File: src/rtl/add_param_pkg.sv
// Shared constants and helpers for the add_param adder: carry-lookahead group
// width and the number of groups needed to cover an N-bit operand.
package add_param_pkg;

  localparam int GRP = 4;

  function automatic int ngroups(input int n);
    return (n + GRP - 1) / GRP;
  endfunction

endpackage

File: src/rtl/add_param_cla4.sv
// 4-bit carry-lookahead group: sum bits, carry-out, and group generate/propagate
// so the parent can ripple or look ahead across groups.
module add_param_cla4 (
  input  logic [3:0] a4,
  input  logic [3:0] b4,
  input  logic       cin,
  output logic [3:0] s4,
  output logic       cout,
  output logic       g,
  output logic       p
);

  logic [3:0] gen_b;
  logic [3:0] prp_b;
  logic [3:0] c_in_b;

  assign gen_b = a4 & b4;
  assign prp_b = a4 ^ b4;

  // Carry into each bit position, fully expanded from cin.
  assign c_in_b[0] = cin;
  assign c_in_b[1] = gen_b[0] | (prp_b[0] & cin);
  assign c_in_b[2] = gen_b[1] | (prp_b[1] & gen_b[0]) | (prp_b[1] & prp_b[0] & cin);
  assign c_in_b[3] = gen_b[2] | (prp_b[2] & gen_b[1]) | (prp_b[2] & prp_b[1] & gen_b[0])
                   | (prp_b[2] & prp_b[1] & prp_b[0] & cin);

  assign s4 = prp_b ^ c_in_b;

  assign g = gen_b[3] | (prp_b[3] & gen_b[2]) | (prp_b[3] & prp_b[2] & gen_b[1])
           | (prp_b[3] & prp_b[2] & prp_b[1] & gen_b[0]);
  assign p = &prp_b;

  assign cout = g | (p & cin);

endmodule

File: src/rtl/add_param.sv
// Width-parameterised two-operand adder with carry/overflow flags, optional
// unsigned saturation, and a 1-cycle registered copy of sum and flags.
module add_param
  import add_param_pkg::*;
#(
  parameter int N   = 16,
  parameter int SAT = 0
) (
  input  logic         clk,
  input  logic         rst,
  input  logic [N-1:0] a,
  input  logic [N-1:0] b,
  input  logic         en,
  output logic [N-1:0] y,
  output logic         cout,
  output logic         ovf,
  output logic [N-1:0] y_q,
  output logic         cout_q,
  output logic         ovf_q
);

  localparam int  NG     = ngroups(N);
  localparam int  W      = NG * GRP;
  localparam bit  SAT_EN = (SAT != 0);

  logic [W-1:0]  a_pad;
  logic [W-1:0]  b_pad;
  logic [W-1:0]  sum_pad;
  logic [NG:0]   carry;
  logic [NG-1:0] grp_g;
  logic [NG-1:0] grp_p;
  logic [W:0]    raw_ext;
  logic [N-1:0]  s_raw;
  logic          c_raw;
  logic [N-1:0]  y_d;
  logic          cout_d;
  logic          ovf_d;
  logic          unused_bits;

  always_comb begin
    a_pad        = '0;
    b_pad        = '0;
    a_pad[N-1:0] = a;
    b_pad[N-1:0] = b;
  end

  assign carry[0] = 1'b0;

  for (genvar i = 0; i < NG; i++) begin : g_grp
    add_param_cla4 u_cla4 (
      .a4   (a_pad[i*GRP +: GRP]),
      .b4   (b_pad[i*GRP +: GRP]),
      .cin  (carry[i]),
      .s4   (sum_pad[i*GRP +: GRP]),
      .cout (carry[i+1]),
      .g    (grp_g[i]),
      .p    (grp_p[i])
    );
  end

  // Padding bits are zero, so bit N of the padded sum is the true carry-out.
  assign raw_ext = {carry[NG], sum_pad};
  assign s_raw   = raw_ext[N-1:0];
  assign c_raw   = raw_ext[N];

  assign unused_bits = ^{raw_ext, grp_g, grp_p};

  assign y_d    = (SAT_EN && c_raw) ? {N{1'b1}} : s_raw;
  assign cout_d = c_raw;
  assign ovf_d  = (a[N-1] == b[N-1]) && (s_raw[N-1] != a[N-1]);

  assign y    = y_d;
  assign cout = cout_d;
  assign ovf  = ovf_d;

  always_ff @(posedge clk or posedge rst) begin
    if (rst) begin
      y_q    <= '0;
      cout_q <= 1'b0;
      ovf_q  <= 1'b0;
    end else if (en) begin
      y_q    <= y_d;
      cout_q <= cout_d;
      ovf_q  <= ovf_d;
    end
  end

endmodule

File: config.mk
export PLATFORM = sky130hd
export DESIGN_NAME = add_param
export DESIGN_NICKNAME = d
export VERILOG_FILES = /design/src/rtl/add_param_pkg.sv /design/src/rtl/add_param_cla4.sv /design/src/rtl/add_param.sv
export SDC_FILE = /design/constraint.sdc
export NUM_CORES = 1
export LEC_CHECK = 0
export ABC_CLOCK_PERIOD_IN_PS = 6600
export CAP_MARGIN = 20
export CORE_ASPECT_RATIO = 0.6
export CORE_MARGIN = 1
export CORE_UTILIZATION = 30
export DETAILED_ROUTE_END_ITERATION = 10
export SYNTH_ARGS = -nofsm -noshare
export SYNTH_HDL_FRONTEND = slang
export SYNTH_SLANG_ARGS = --single-unit
File: constraint.sdc
create_clock -name clk -period 6.6 [get_ports clk]
set_input_delay 1.65 -clock clk [delete_from_list [all_inputs] [get_ports clk]]
set_output_delay 1.65 -clock clk [all_outputs]
set_load 0.1 [all_outputs]
==> flow_metrics.py, run 1 <==
metrics = {
    "sta": {
        "tightestPinTransition_ns": 0.985,
        "maxSlewViolCount": 0,
        "setup_slack_ns": 0.693,
        "rsz0062_at_grt": "false",
        "hold_viol_final": 0,
        "setup_tns_ns": 0,
        "skew_ns": 0,
        "setup_viol": 0,
        "period_needed_ns": 5.91,
        "slew_headroom_pct": 34.1,
        "finalCritPeriodShare_pct": 89.5,
        "fmax_mhz": 169,
    },
    "run": {
        "drv_cap": 0,
    },
    "yosys": {
        "syn_area_sq_um": 1410,
        "ys_seq_area_share_pct": 31.9,
        "synth_nets": 188,
        "synthArstFlopShare_pct": 100,
        "syn_inst": 133,
        "yosysWarnings": 0,
        "syn_area_per_cell_sq_um": 10.6,
        "synthDistinctLibCells": 40,
        "synth-main-ff-cell": "dfrtp_1",
        "synth_seq_cells": 18,
        "synth-edff-count": 0,
    },
    "clock_tree": {
        "clk_path_buf_depth": 2,
        "clk_pin_slew_ns": 0.07,
        "numCtsBuffers": 3,
        "clockRootBuffer": "clkbuf_8",
        "cts_tree": "yes",
        "clock-sinks": 18,
        "cts_setup_buffers": 0,
        "cts_resized": 0,
        "htreeDepth": 1,
        "hold_buffers": 0,
        "clock_insertion_delay_worst_skew_ns": 0.25,
    },
    "global_routing": {
        "antenna_found_initial": 0,
        "grt_max_degree": 19,
        "grtUsageTotal_pct": 15.9,
        "grt_first_pass_wirelength_um": 6040,
        "grt_overflow": 0,
        "grt_pass1_vias": 1247,
    },
    "critical_path": {
        "crit_path_max_fanout": 4,
        "critPathLaunch": "a[9]",
        "reg2reg_depth": 2,
        "reg2reg_to": "cout_q",
        "crit_path_end": "y[13]",
        "worstPathRequired_ns": 4.95,
        "worstSetupPathType": "in2out",
        "start_kind": "input port",
        "rr_startpoint": "cout_q",
        "arrival_ns": 4.26,
        "endpoint_kind": "primary output",
        "reg2reg_slack_ns": 5.74,
    },
    "cells_and_area": {
        "diodes": 0,
        "multiInputGateArea_sq_um": 927,
        "seqCellArea_sq_um": 450,
        "fin_util_pct": 52.0,
        "layout.nets": 261,
        "final_cells": 265,
        "drive_above_1_share_pct": 23.4,
        "nFillCells": 403,
        "syn_to_final_growth_pct": 58.2,
    },
    "route": {
        "drt-total-wl_um": 3800,
        "drcViolationCount": 0,
        "vias": 1263,
        "drt_iter0_drc": 59,
        "viasPerCell": 4.77,
        "dr.pass1.iters": 4,
        "ant_nets": 0,
        "wl_per_cell_um": 14.3,
    },
    "floorplanning": {
        "core_sq_um": 4300,
        "rows": 18,
        "num_io_pins": 71,
        "die_y_um": 55.2,
        "die_w_um": 90.6,
        "dieArea_sq_um": 5000,
        "initial_utilization_pct": 32.9,
    },
    "placed_design": {
        "dp.cells": 261,
        "numPortBuffers": 70,
        "dp_hpwl_um": 3190,
        "post-place-ws_ns": 0.697,
        "place_congestion": 0.783,
    },
    "pwr": {
        "vdd_drop_max_mv": 0.233,
        "power_density_nw_per_um2": 366,
        "p_leak_nw": 0.979,
    },
    "hold_path": {
        "min-delay-start": "y_q[1]",
        "hold_class": "reg2reg",
    },
    "run_status": {
        "outcome": "complete, no violations",
    },
}
## stage by stage
step | hold WS [ns] | total power [mW] | area [sq um]
4_1_cts | 0.512 | 0.826 | 2240
6_report | 0.507 | 0.820 | 2240
2_1_floorplan | 1.00 | 0.591 | 1420
5_1_grt | 0.524 | 0.853 | 2240
3_5_place_dp | 0.490 | 0.734 | 2180
3_3_place_gp | 0.473 | 0.730 | 2180
## flip-flops by register name, indices dropped and copies added (netlist names)
signal and count:
ovf_q 1, y_q 16, cout_q 1
## worst min path at each step
stage	endpoint	slack (ns)	depth (start not counted)
after floorplan	y_q[2]	1.00	2
after global placement	y_q[15]	0.47	2
after detailed placement	ovf_q	0.49	2
after CTS	ovf_q	0.51	2
after global routing	ovf_q	0.52	2
final	y_q[1]	0.51	1
## cells by family after synthesis
kind of cell    count (synthesis)  synth area share [%]
compound gates                 32                  18.8
xor+xnor                       10                  6.19
fa+ha+maj                      20                  19.8
simple gates                   30                  10.9
mux                            12                  9.56
buf+inv                        11                  2.92
flops                          18                  31.9
## critical path: stages
cell and delay [ns]:
clkdlybuf4s50_1 0.42, ha_1 0.38, nand3_2 0.13, or3_4 0.41, a31oi_4 0.22, a311oi_1 0.09, fa_1 0.41, xnor2_1 0.32
buf_12 0.22
## cell usage after synthesis (all sizes together) (2+ instances only)
| library cell | instances | area (sq um) |
|---|---|---|
| nand2 | 5 | 21.3 |
| dfrtp | 18 | 450 |
| mux2 | 12 | 135 |
| inv | 8 | 30.0 |
| clkbuf | 2 | 7.51 |
| a21oi | 8 | 47.6 |
| o211ai | 2 | 20.0 |
| a21boi | 2 | 18.8 |
| ha | 16 | 200 |
| xor2 | 4 | 35.0 |
| o21ai | 5 | 25.0 |
| or3 | 2 | 17.5 |
| nor3 | 4 | 25.0 |
| or2 | 2 | 12.5 |
| fa | 4 | 80.1 |
| nor2 | 14 | 52.6 |
| xnor2 | 6 | 52.6 |
| a21o | 5 | 37.5 |
| o211a | 2 | 27.5 |
## cells in the final DEF, fill, tap and decap left out, types with 5 or more instances in the layout
cell type | netlist | final
inv_1 | 8 | 8
a21o_1 | 5 | 5
mux2_2 | 12 | 12
clkdlybuf4s50_1 | 0 | 53
dfrtp_1 | 18 | 18
ha_1 | 16 | 16
xnor2_1 | 6 | 6
buf_4 | 0 | 14
nor2_1 | 14 | 14
a21oi_1 | 6 | 6
## layer usage
| metal | GRT usage [%] | vias up | part of all wire [%] |
|---|---|---|---|
| met5 | 0 | - | 0 |
| met4 | 1.61 | 0 | 0 |
| met3 | 5.33 | 0 | 6.6 |
| met2 | 26.8 | 45 | 47 |
| met1 | 20.7 | 592 | 47 |
| li1 | - | 626 | - |
## power by group
group	switching (mW)	internal (mW)
clock	0.0365	0.0530
sequential	0.0142	0.135
combinational	0.434	0.147
## final cells by class
| class | instances | share of cell area (%) |
|---|---|---|
| multi-input cells | 104 | 41.4 |
| flip-flops and latches | 18 | 20.1 |
| well taps | 60 | 3.36 |
| clock buffers | 4 | 2.46 |
| inverters | 9 | 1.51 |
| repair buffers | 70 | 31.1 |
Note: power is estimated with default switching activity, not from simulation.
==> run 2, diff against run 1 <==
- ABC_CLOCK_PERIOD_IN_PS: 6600 -> 7200
- DONT_BUFFER_PORTS: not set -> 1
- clock period: 6.6 -> 7.2 ns (I/O delays scaled with it)
==> run 2 against run 1 <==
Sequential power is 110% higher. Total power is 17% lower. Clock power is 3.7% lower. Clock skew stayed put. Combinational power is 50% lower. Count of clock-buffer cells in the layout stayed put. Sequential share of layout area is 5.8 points higher. Core utilization is 12 points lower. Cell area is 22% lower.
==> flow_metrics.py, run 2 (same netlist as run 1, synthesis figures left out) <==
metrics = {
    "critical_path": {
        "crit_path_max_fanout": 4,
        "start_kind": "input port",
        "crit_path_max_incr_delay_ns": 0.63,
        "arrival_ns": 4.30,
        "worstPathRequired_ns": 5.40,
        "endpoint_kind": "primary output",
        "cp_cell_sequence": "ha_1 > a21o_1 > a21oi_2 > a31oi_4 > a311oi_1 > fa_1 > inv_1",
        "worstSetupPathType": "in2out",
        "critPathSlowestCell": "inv_1",
    },
    "clock_tree": {
        "hold_buffers": 0,
        "clockRootBuffer": "clkbuf_8",
        "cts_tree": "yes",
        "clock-sinks": 18,
        "clock_insertion_delay_worst_skew_ns": 0.25,
        "clk_path_buf_depth": 2,
        "htreeDepth": 1,
        "cts_setup_buffers": 0,
        "cts_resized": 0,
        "numCtsBuffers": 3,
        "clk_pin_slew_ns": 0.08,
    },
    "route": {
        "ant_nets": 0,
        "dr.pass1.iters": 6,
        "wl_per_cell_um": 16.7,
        "viasPerCell": 5.02,
        "drt_iter0_drc": 17,
        "vias": 1045,
        "drt-total-wl_um": 3480,
        "drcViolationCount": 0,
    },
    "hold_path": {
        "hold_class": "reg2reg",
    },
    "pwr": {
        "p_switching_mw": 0.437,
        "power_density_nw_per_um2": 394,
        "vdd_drop_max_mv": 0.177,
        "p_int_mw": 0.245,
        "pwr-share-clk_pct": 12.6,
        "sequentialPowerShare_pct": 45.0,
        "swShare_pct": 64.1,
        "p_leak_nw": 0.786,
        "fin_total_pwr_mw": 0.683,
        "power_frac_comb_pct": 42.4,
    },
    "sta": {
        "maxSlewViolCount": 0,
        "setup_tns_ns": 0,
        "hold_viol_final": 0,
        "tightestPinTransition_ns": 1.01,
        "slew_headroom_pct": 32.4,
        "setup_viol": 0,
        "finalCritPeriodShare_pct": 84.7,
        "rsz0062_at_grt": "false",
        "fmax_mhz": 164,
        "period_needed_ns": 6.10,
        "skew_ns": 0,
    },
    "cells_and_area": {
        "diodes": 0,
        "syn_to_final_growth_pct": 22.7,
        "nFillCells": 453,
        "layout.nets": 204,
        "largest_reg_flops": 16,
        "top_register": "y_q",
        "seqCellArea_sq_um": 450,
        "drive_above_1_share_pct": 37.2,
        "multiInputGateArea_sq_um": 1000,
        "final_cell_mix": "dfrtp_1, ha_1, nor2_1",
        "layout_commonest_cell": "dfrtp_1",
        "reg_top3": "y_q: 16 flops, cout_q: 1 flops, ovf_q: 1 flops",
        "fin_util_pct": 40.3,
        "final_cells": 208,
    },
    "run_status": {
        "outcome": "complete, no violations",
    },
    "global_routing": {
        "grtUsageTotal_pct": 14.9,
        "grt_max_degree": 19,
        "grt_first_pass_wirelength_um": 5600,
        "grt_pass1_vias": 1129,
        "antenna_found_initial": 0,
        "grt_overflow": 0,
    },
    "placed_design": {
        "dp.cells": 204,
        "numPortBuffers": 0,
        "place_congestion": 0.871,
        "dp_hpwl_um": 2810,
    },
    "floorplanning": {
        "initial_utilization_pct": 32.9,
        "core_sq_um": 4300,
        "num_io_pins": 71,
        "die_w_um": 90.6,
        "die_y_um": 55.2,
        "rows": 18,
        "dieArea_sq_um": 5000,
    },
    "run": {
        "drv_cap": 0,
    },
}
[run 2: worst max-delay path: cells and delay by family]
kind                       cells  cell delay (ns)
adders and majority gates      2             0.83
buffers and inverters          1             0.63
AOI/OAI and AO/OA              4             1.02
[run 2: cell type report]
class,instances,share of cell area (%)
tap,60,4.33
clock buffer,4,3.17
timing repair buffer,13,6.64
sequential,18,26.0
multi-input combinational,104,57.9
inverter,9,1.95
[run 2: final timing paths]
| path | startpoint | endpoint | slack [ns] | cells after the start |
|---|---|---|---|---|
| setup / recovery | a[9] | y[12] | 1.10 | 7 |
| setup reg to reg | cout_q | cout_q | 5.81 | 2 |
| max in group asynchronous | rst | cout_q | 5.15 | 1 |
| hold reg to reg | y_q[2] | y_q[2] | 1.04 | 2 |
| hold / removal | y_q[2] | y_q[2] | 1.04 | 2 |
| min in group asynchronous | rst | y_q[8] | 1.56 | 1 |
[run 2: power groups by stage]
| stage | sequential (mW) | clock, mW | combinational, mW |
|---|---|---|---|
| floorplan | 0.304 | 0 | 0.237 |
| global placement | 0.309 | 0 | 0.287 |
| detailed placement | 0.309 | 0 | 0.290 |
| CTS | 0.307 | 0.0896 | 0.291 |
| global route | 0.310 | 0.0932 | 0.303 |
| finish | 0.307 | 0.0861 | 0.289 |
[run 2: metal layers]
metal  part of all wire, %  GRT usage [%]  vias to the layer above  routed length, um
met5                     0              0                        -                  0
met4                     0          0.806                        0                  0
met3                   9.4           6.97                        0                328
met2                    43           24.4                       43               1510
met1                    47           19.0                      499               1640
li1                      -              -                      503                  -
[run 2: metrics by stage]
stage / area, sq um / setup WS, ns / hold WS [ns]
after floorplan: 1410 / 0.262 / 1.00
after global placement: 1680 / 1.20 / 1.02
after detailed placement: 1680 / 1.13 / 1.03
after CTS: 1730 / 1.13 / 1.04
after global routing: 1730 / 0.967 / 1.05
final: 1730 / 1.10 / 1.04
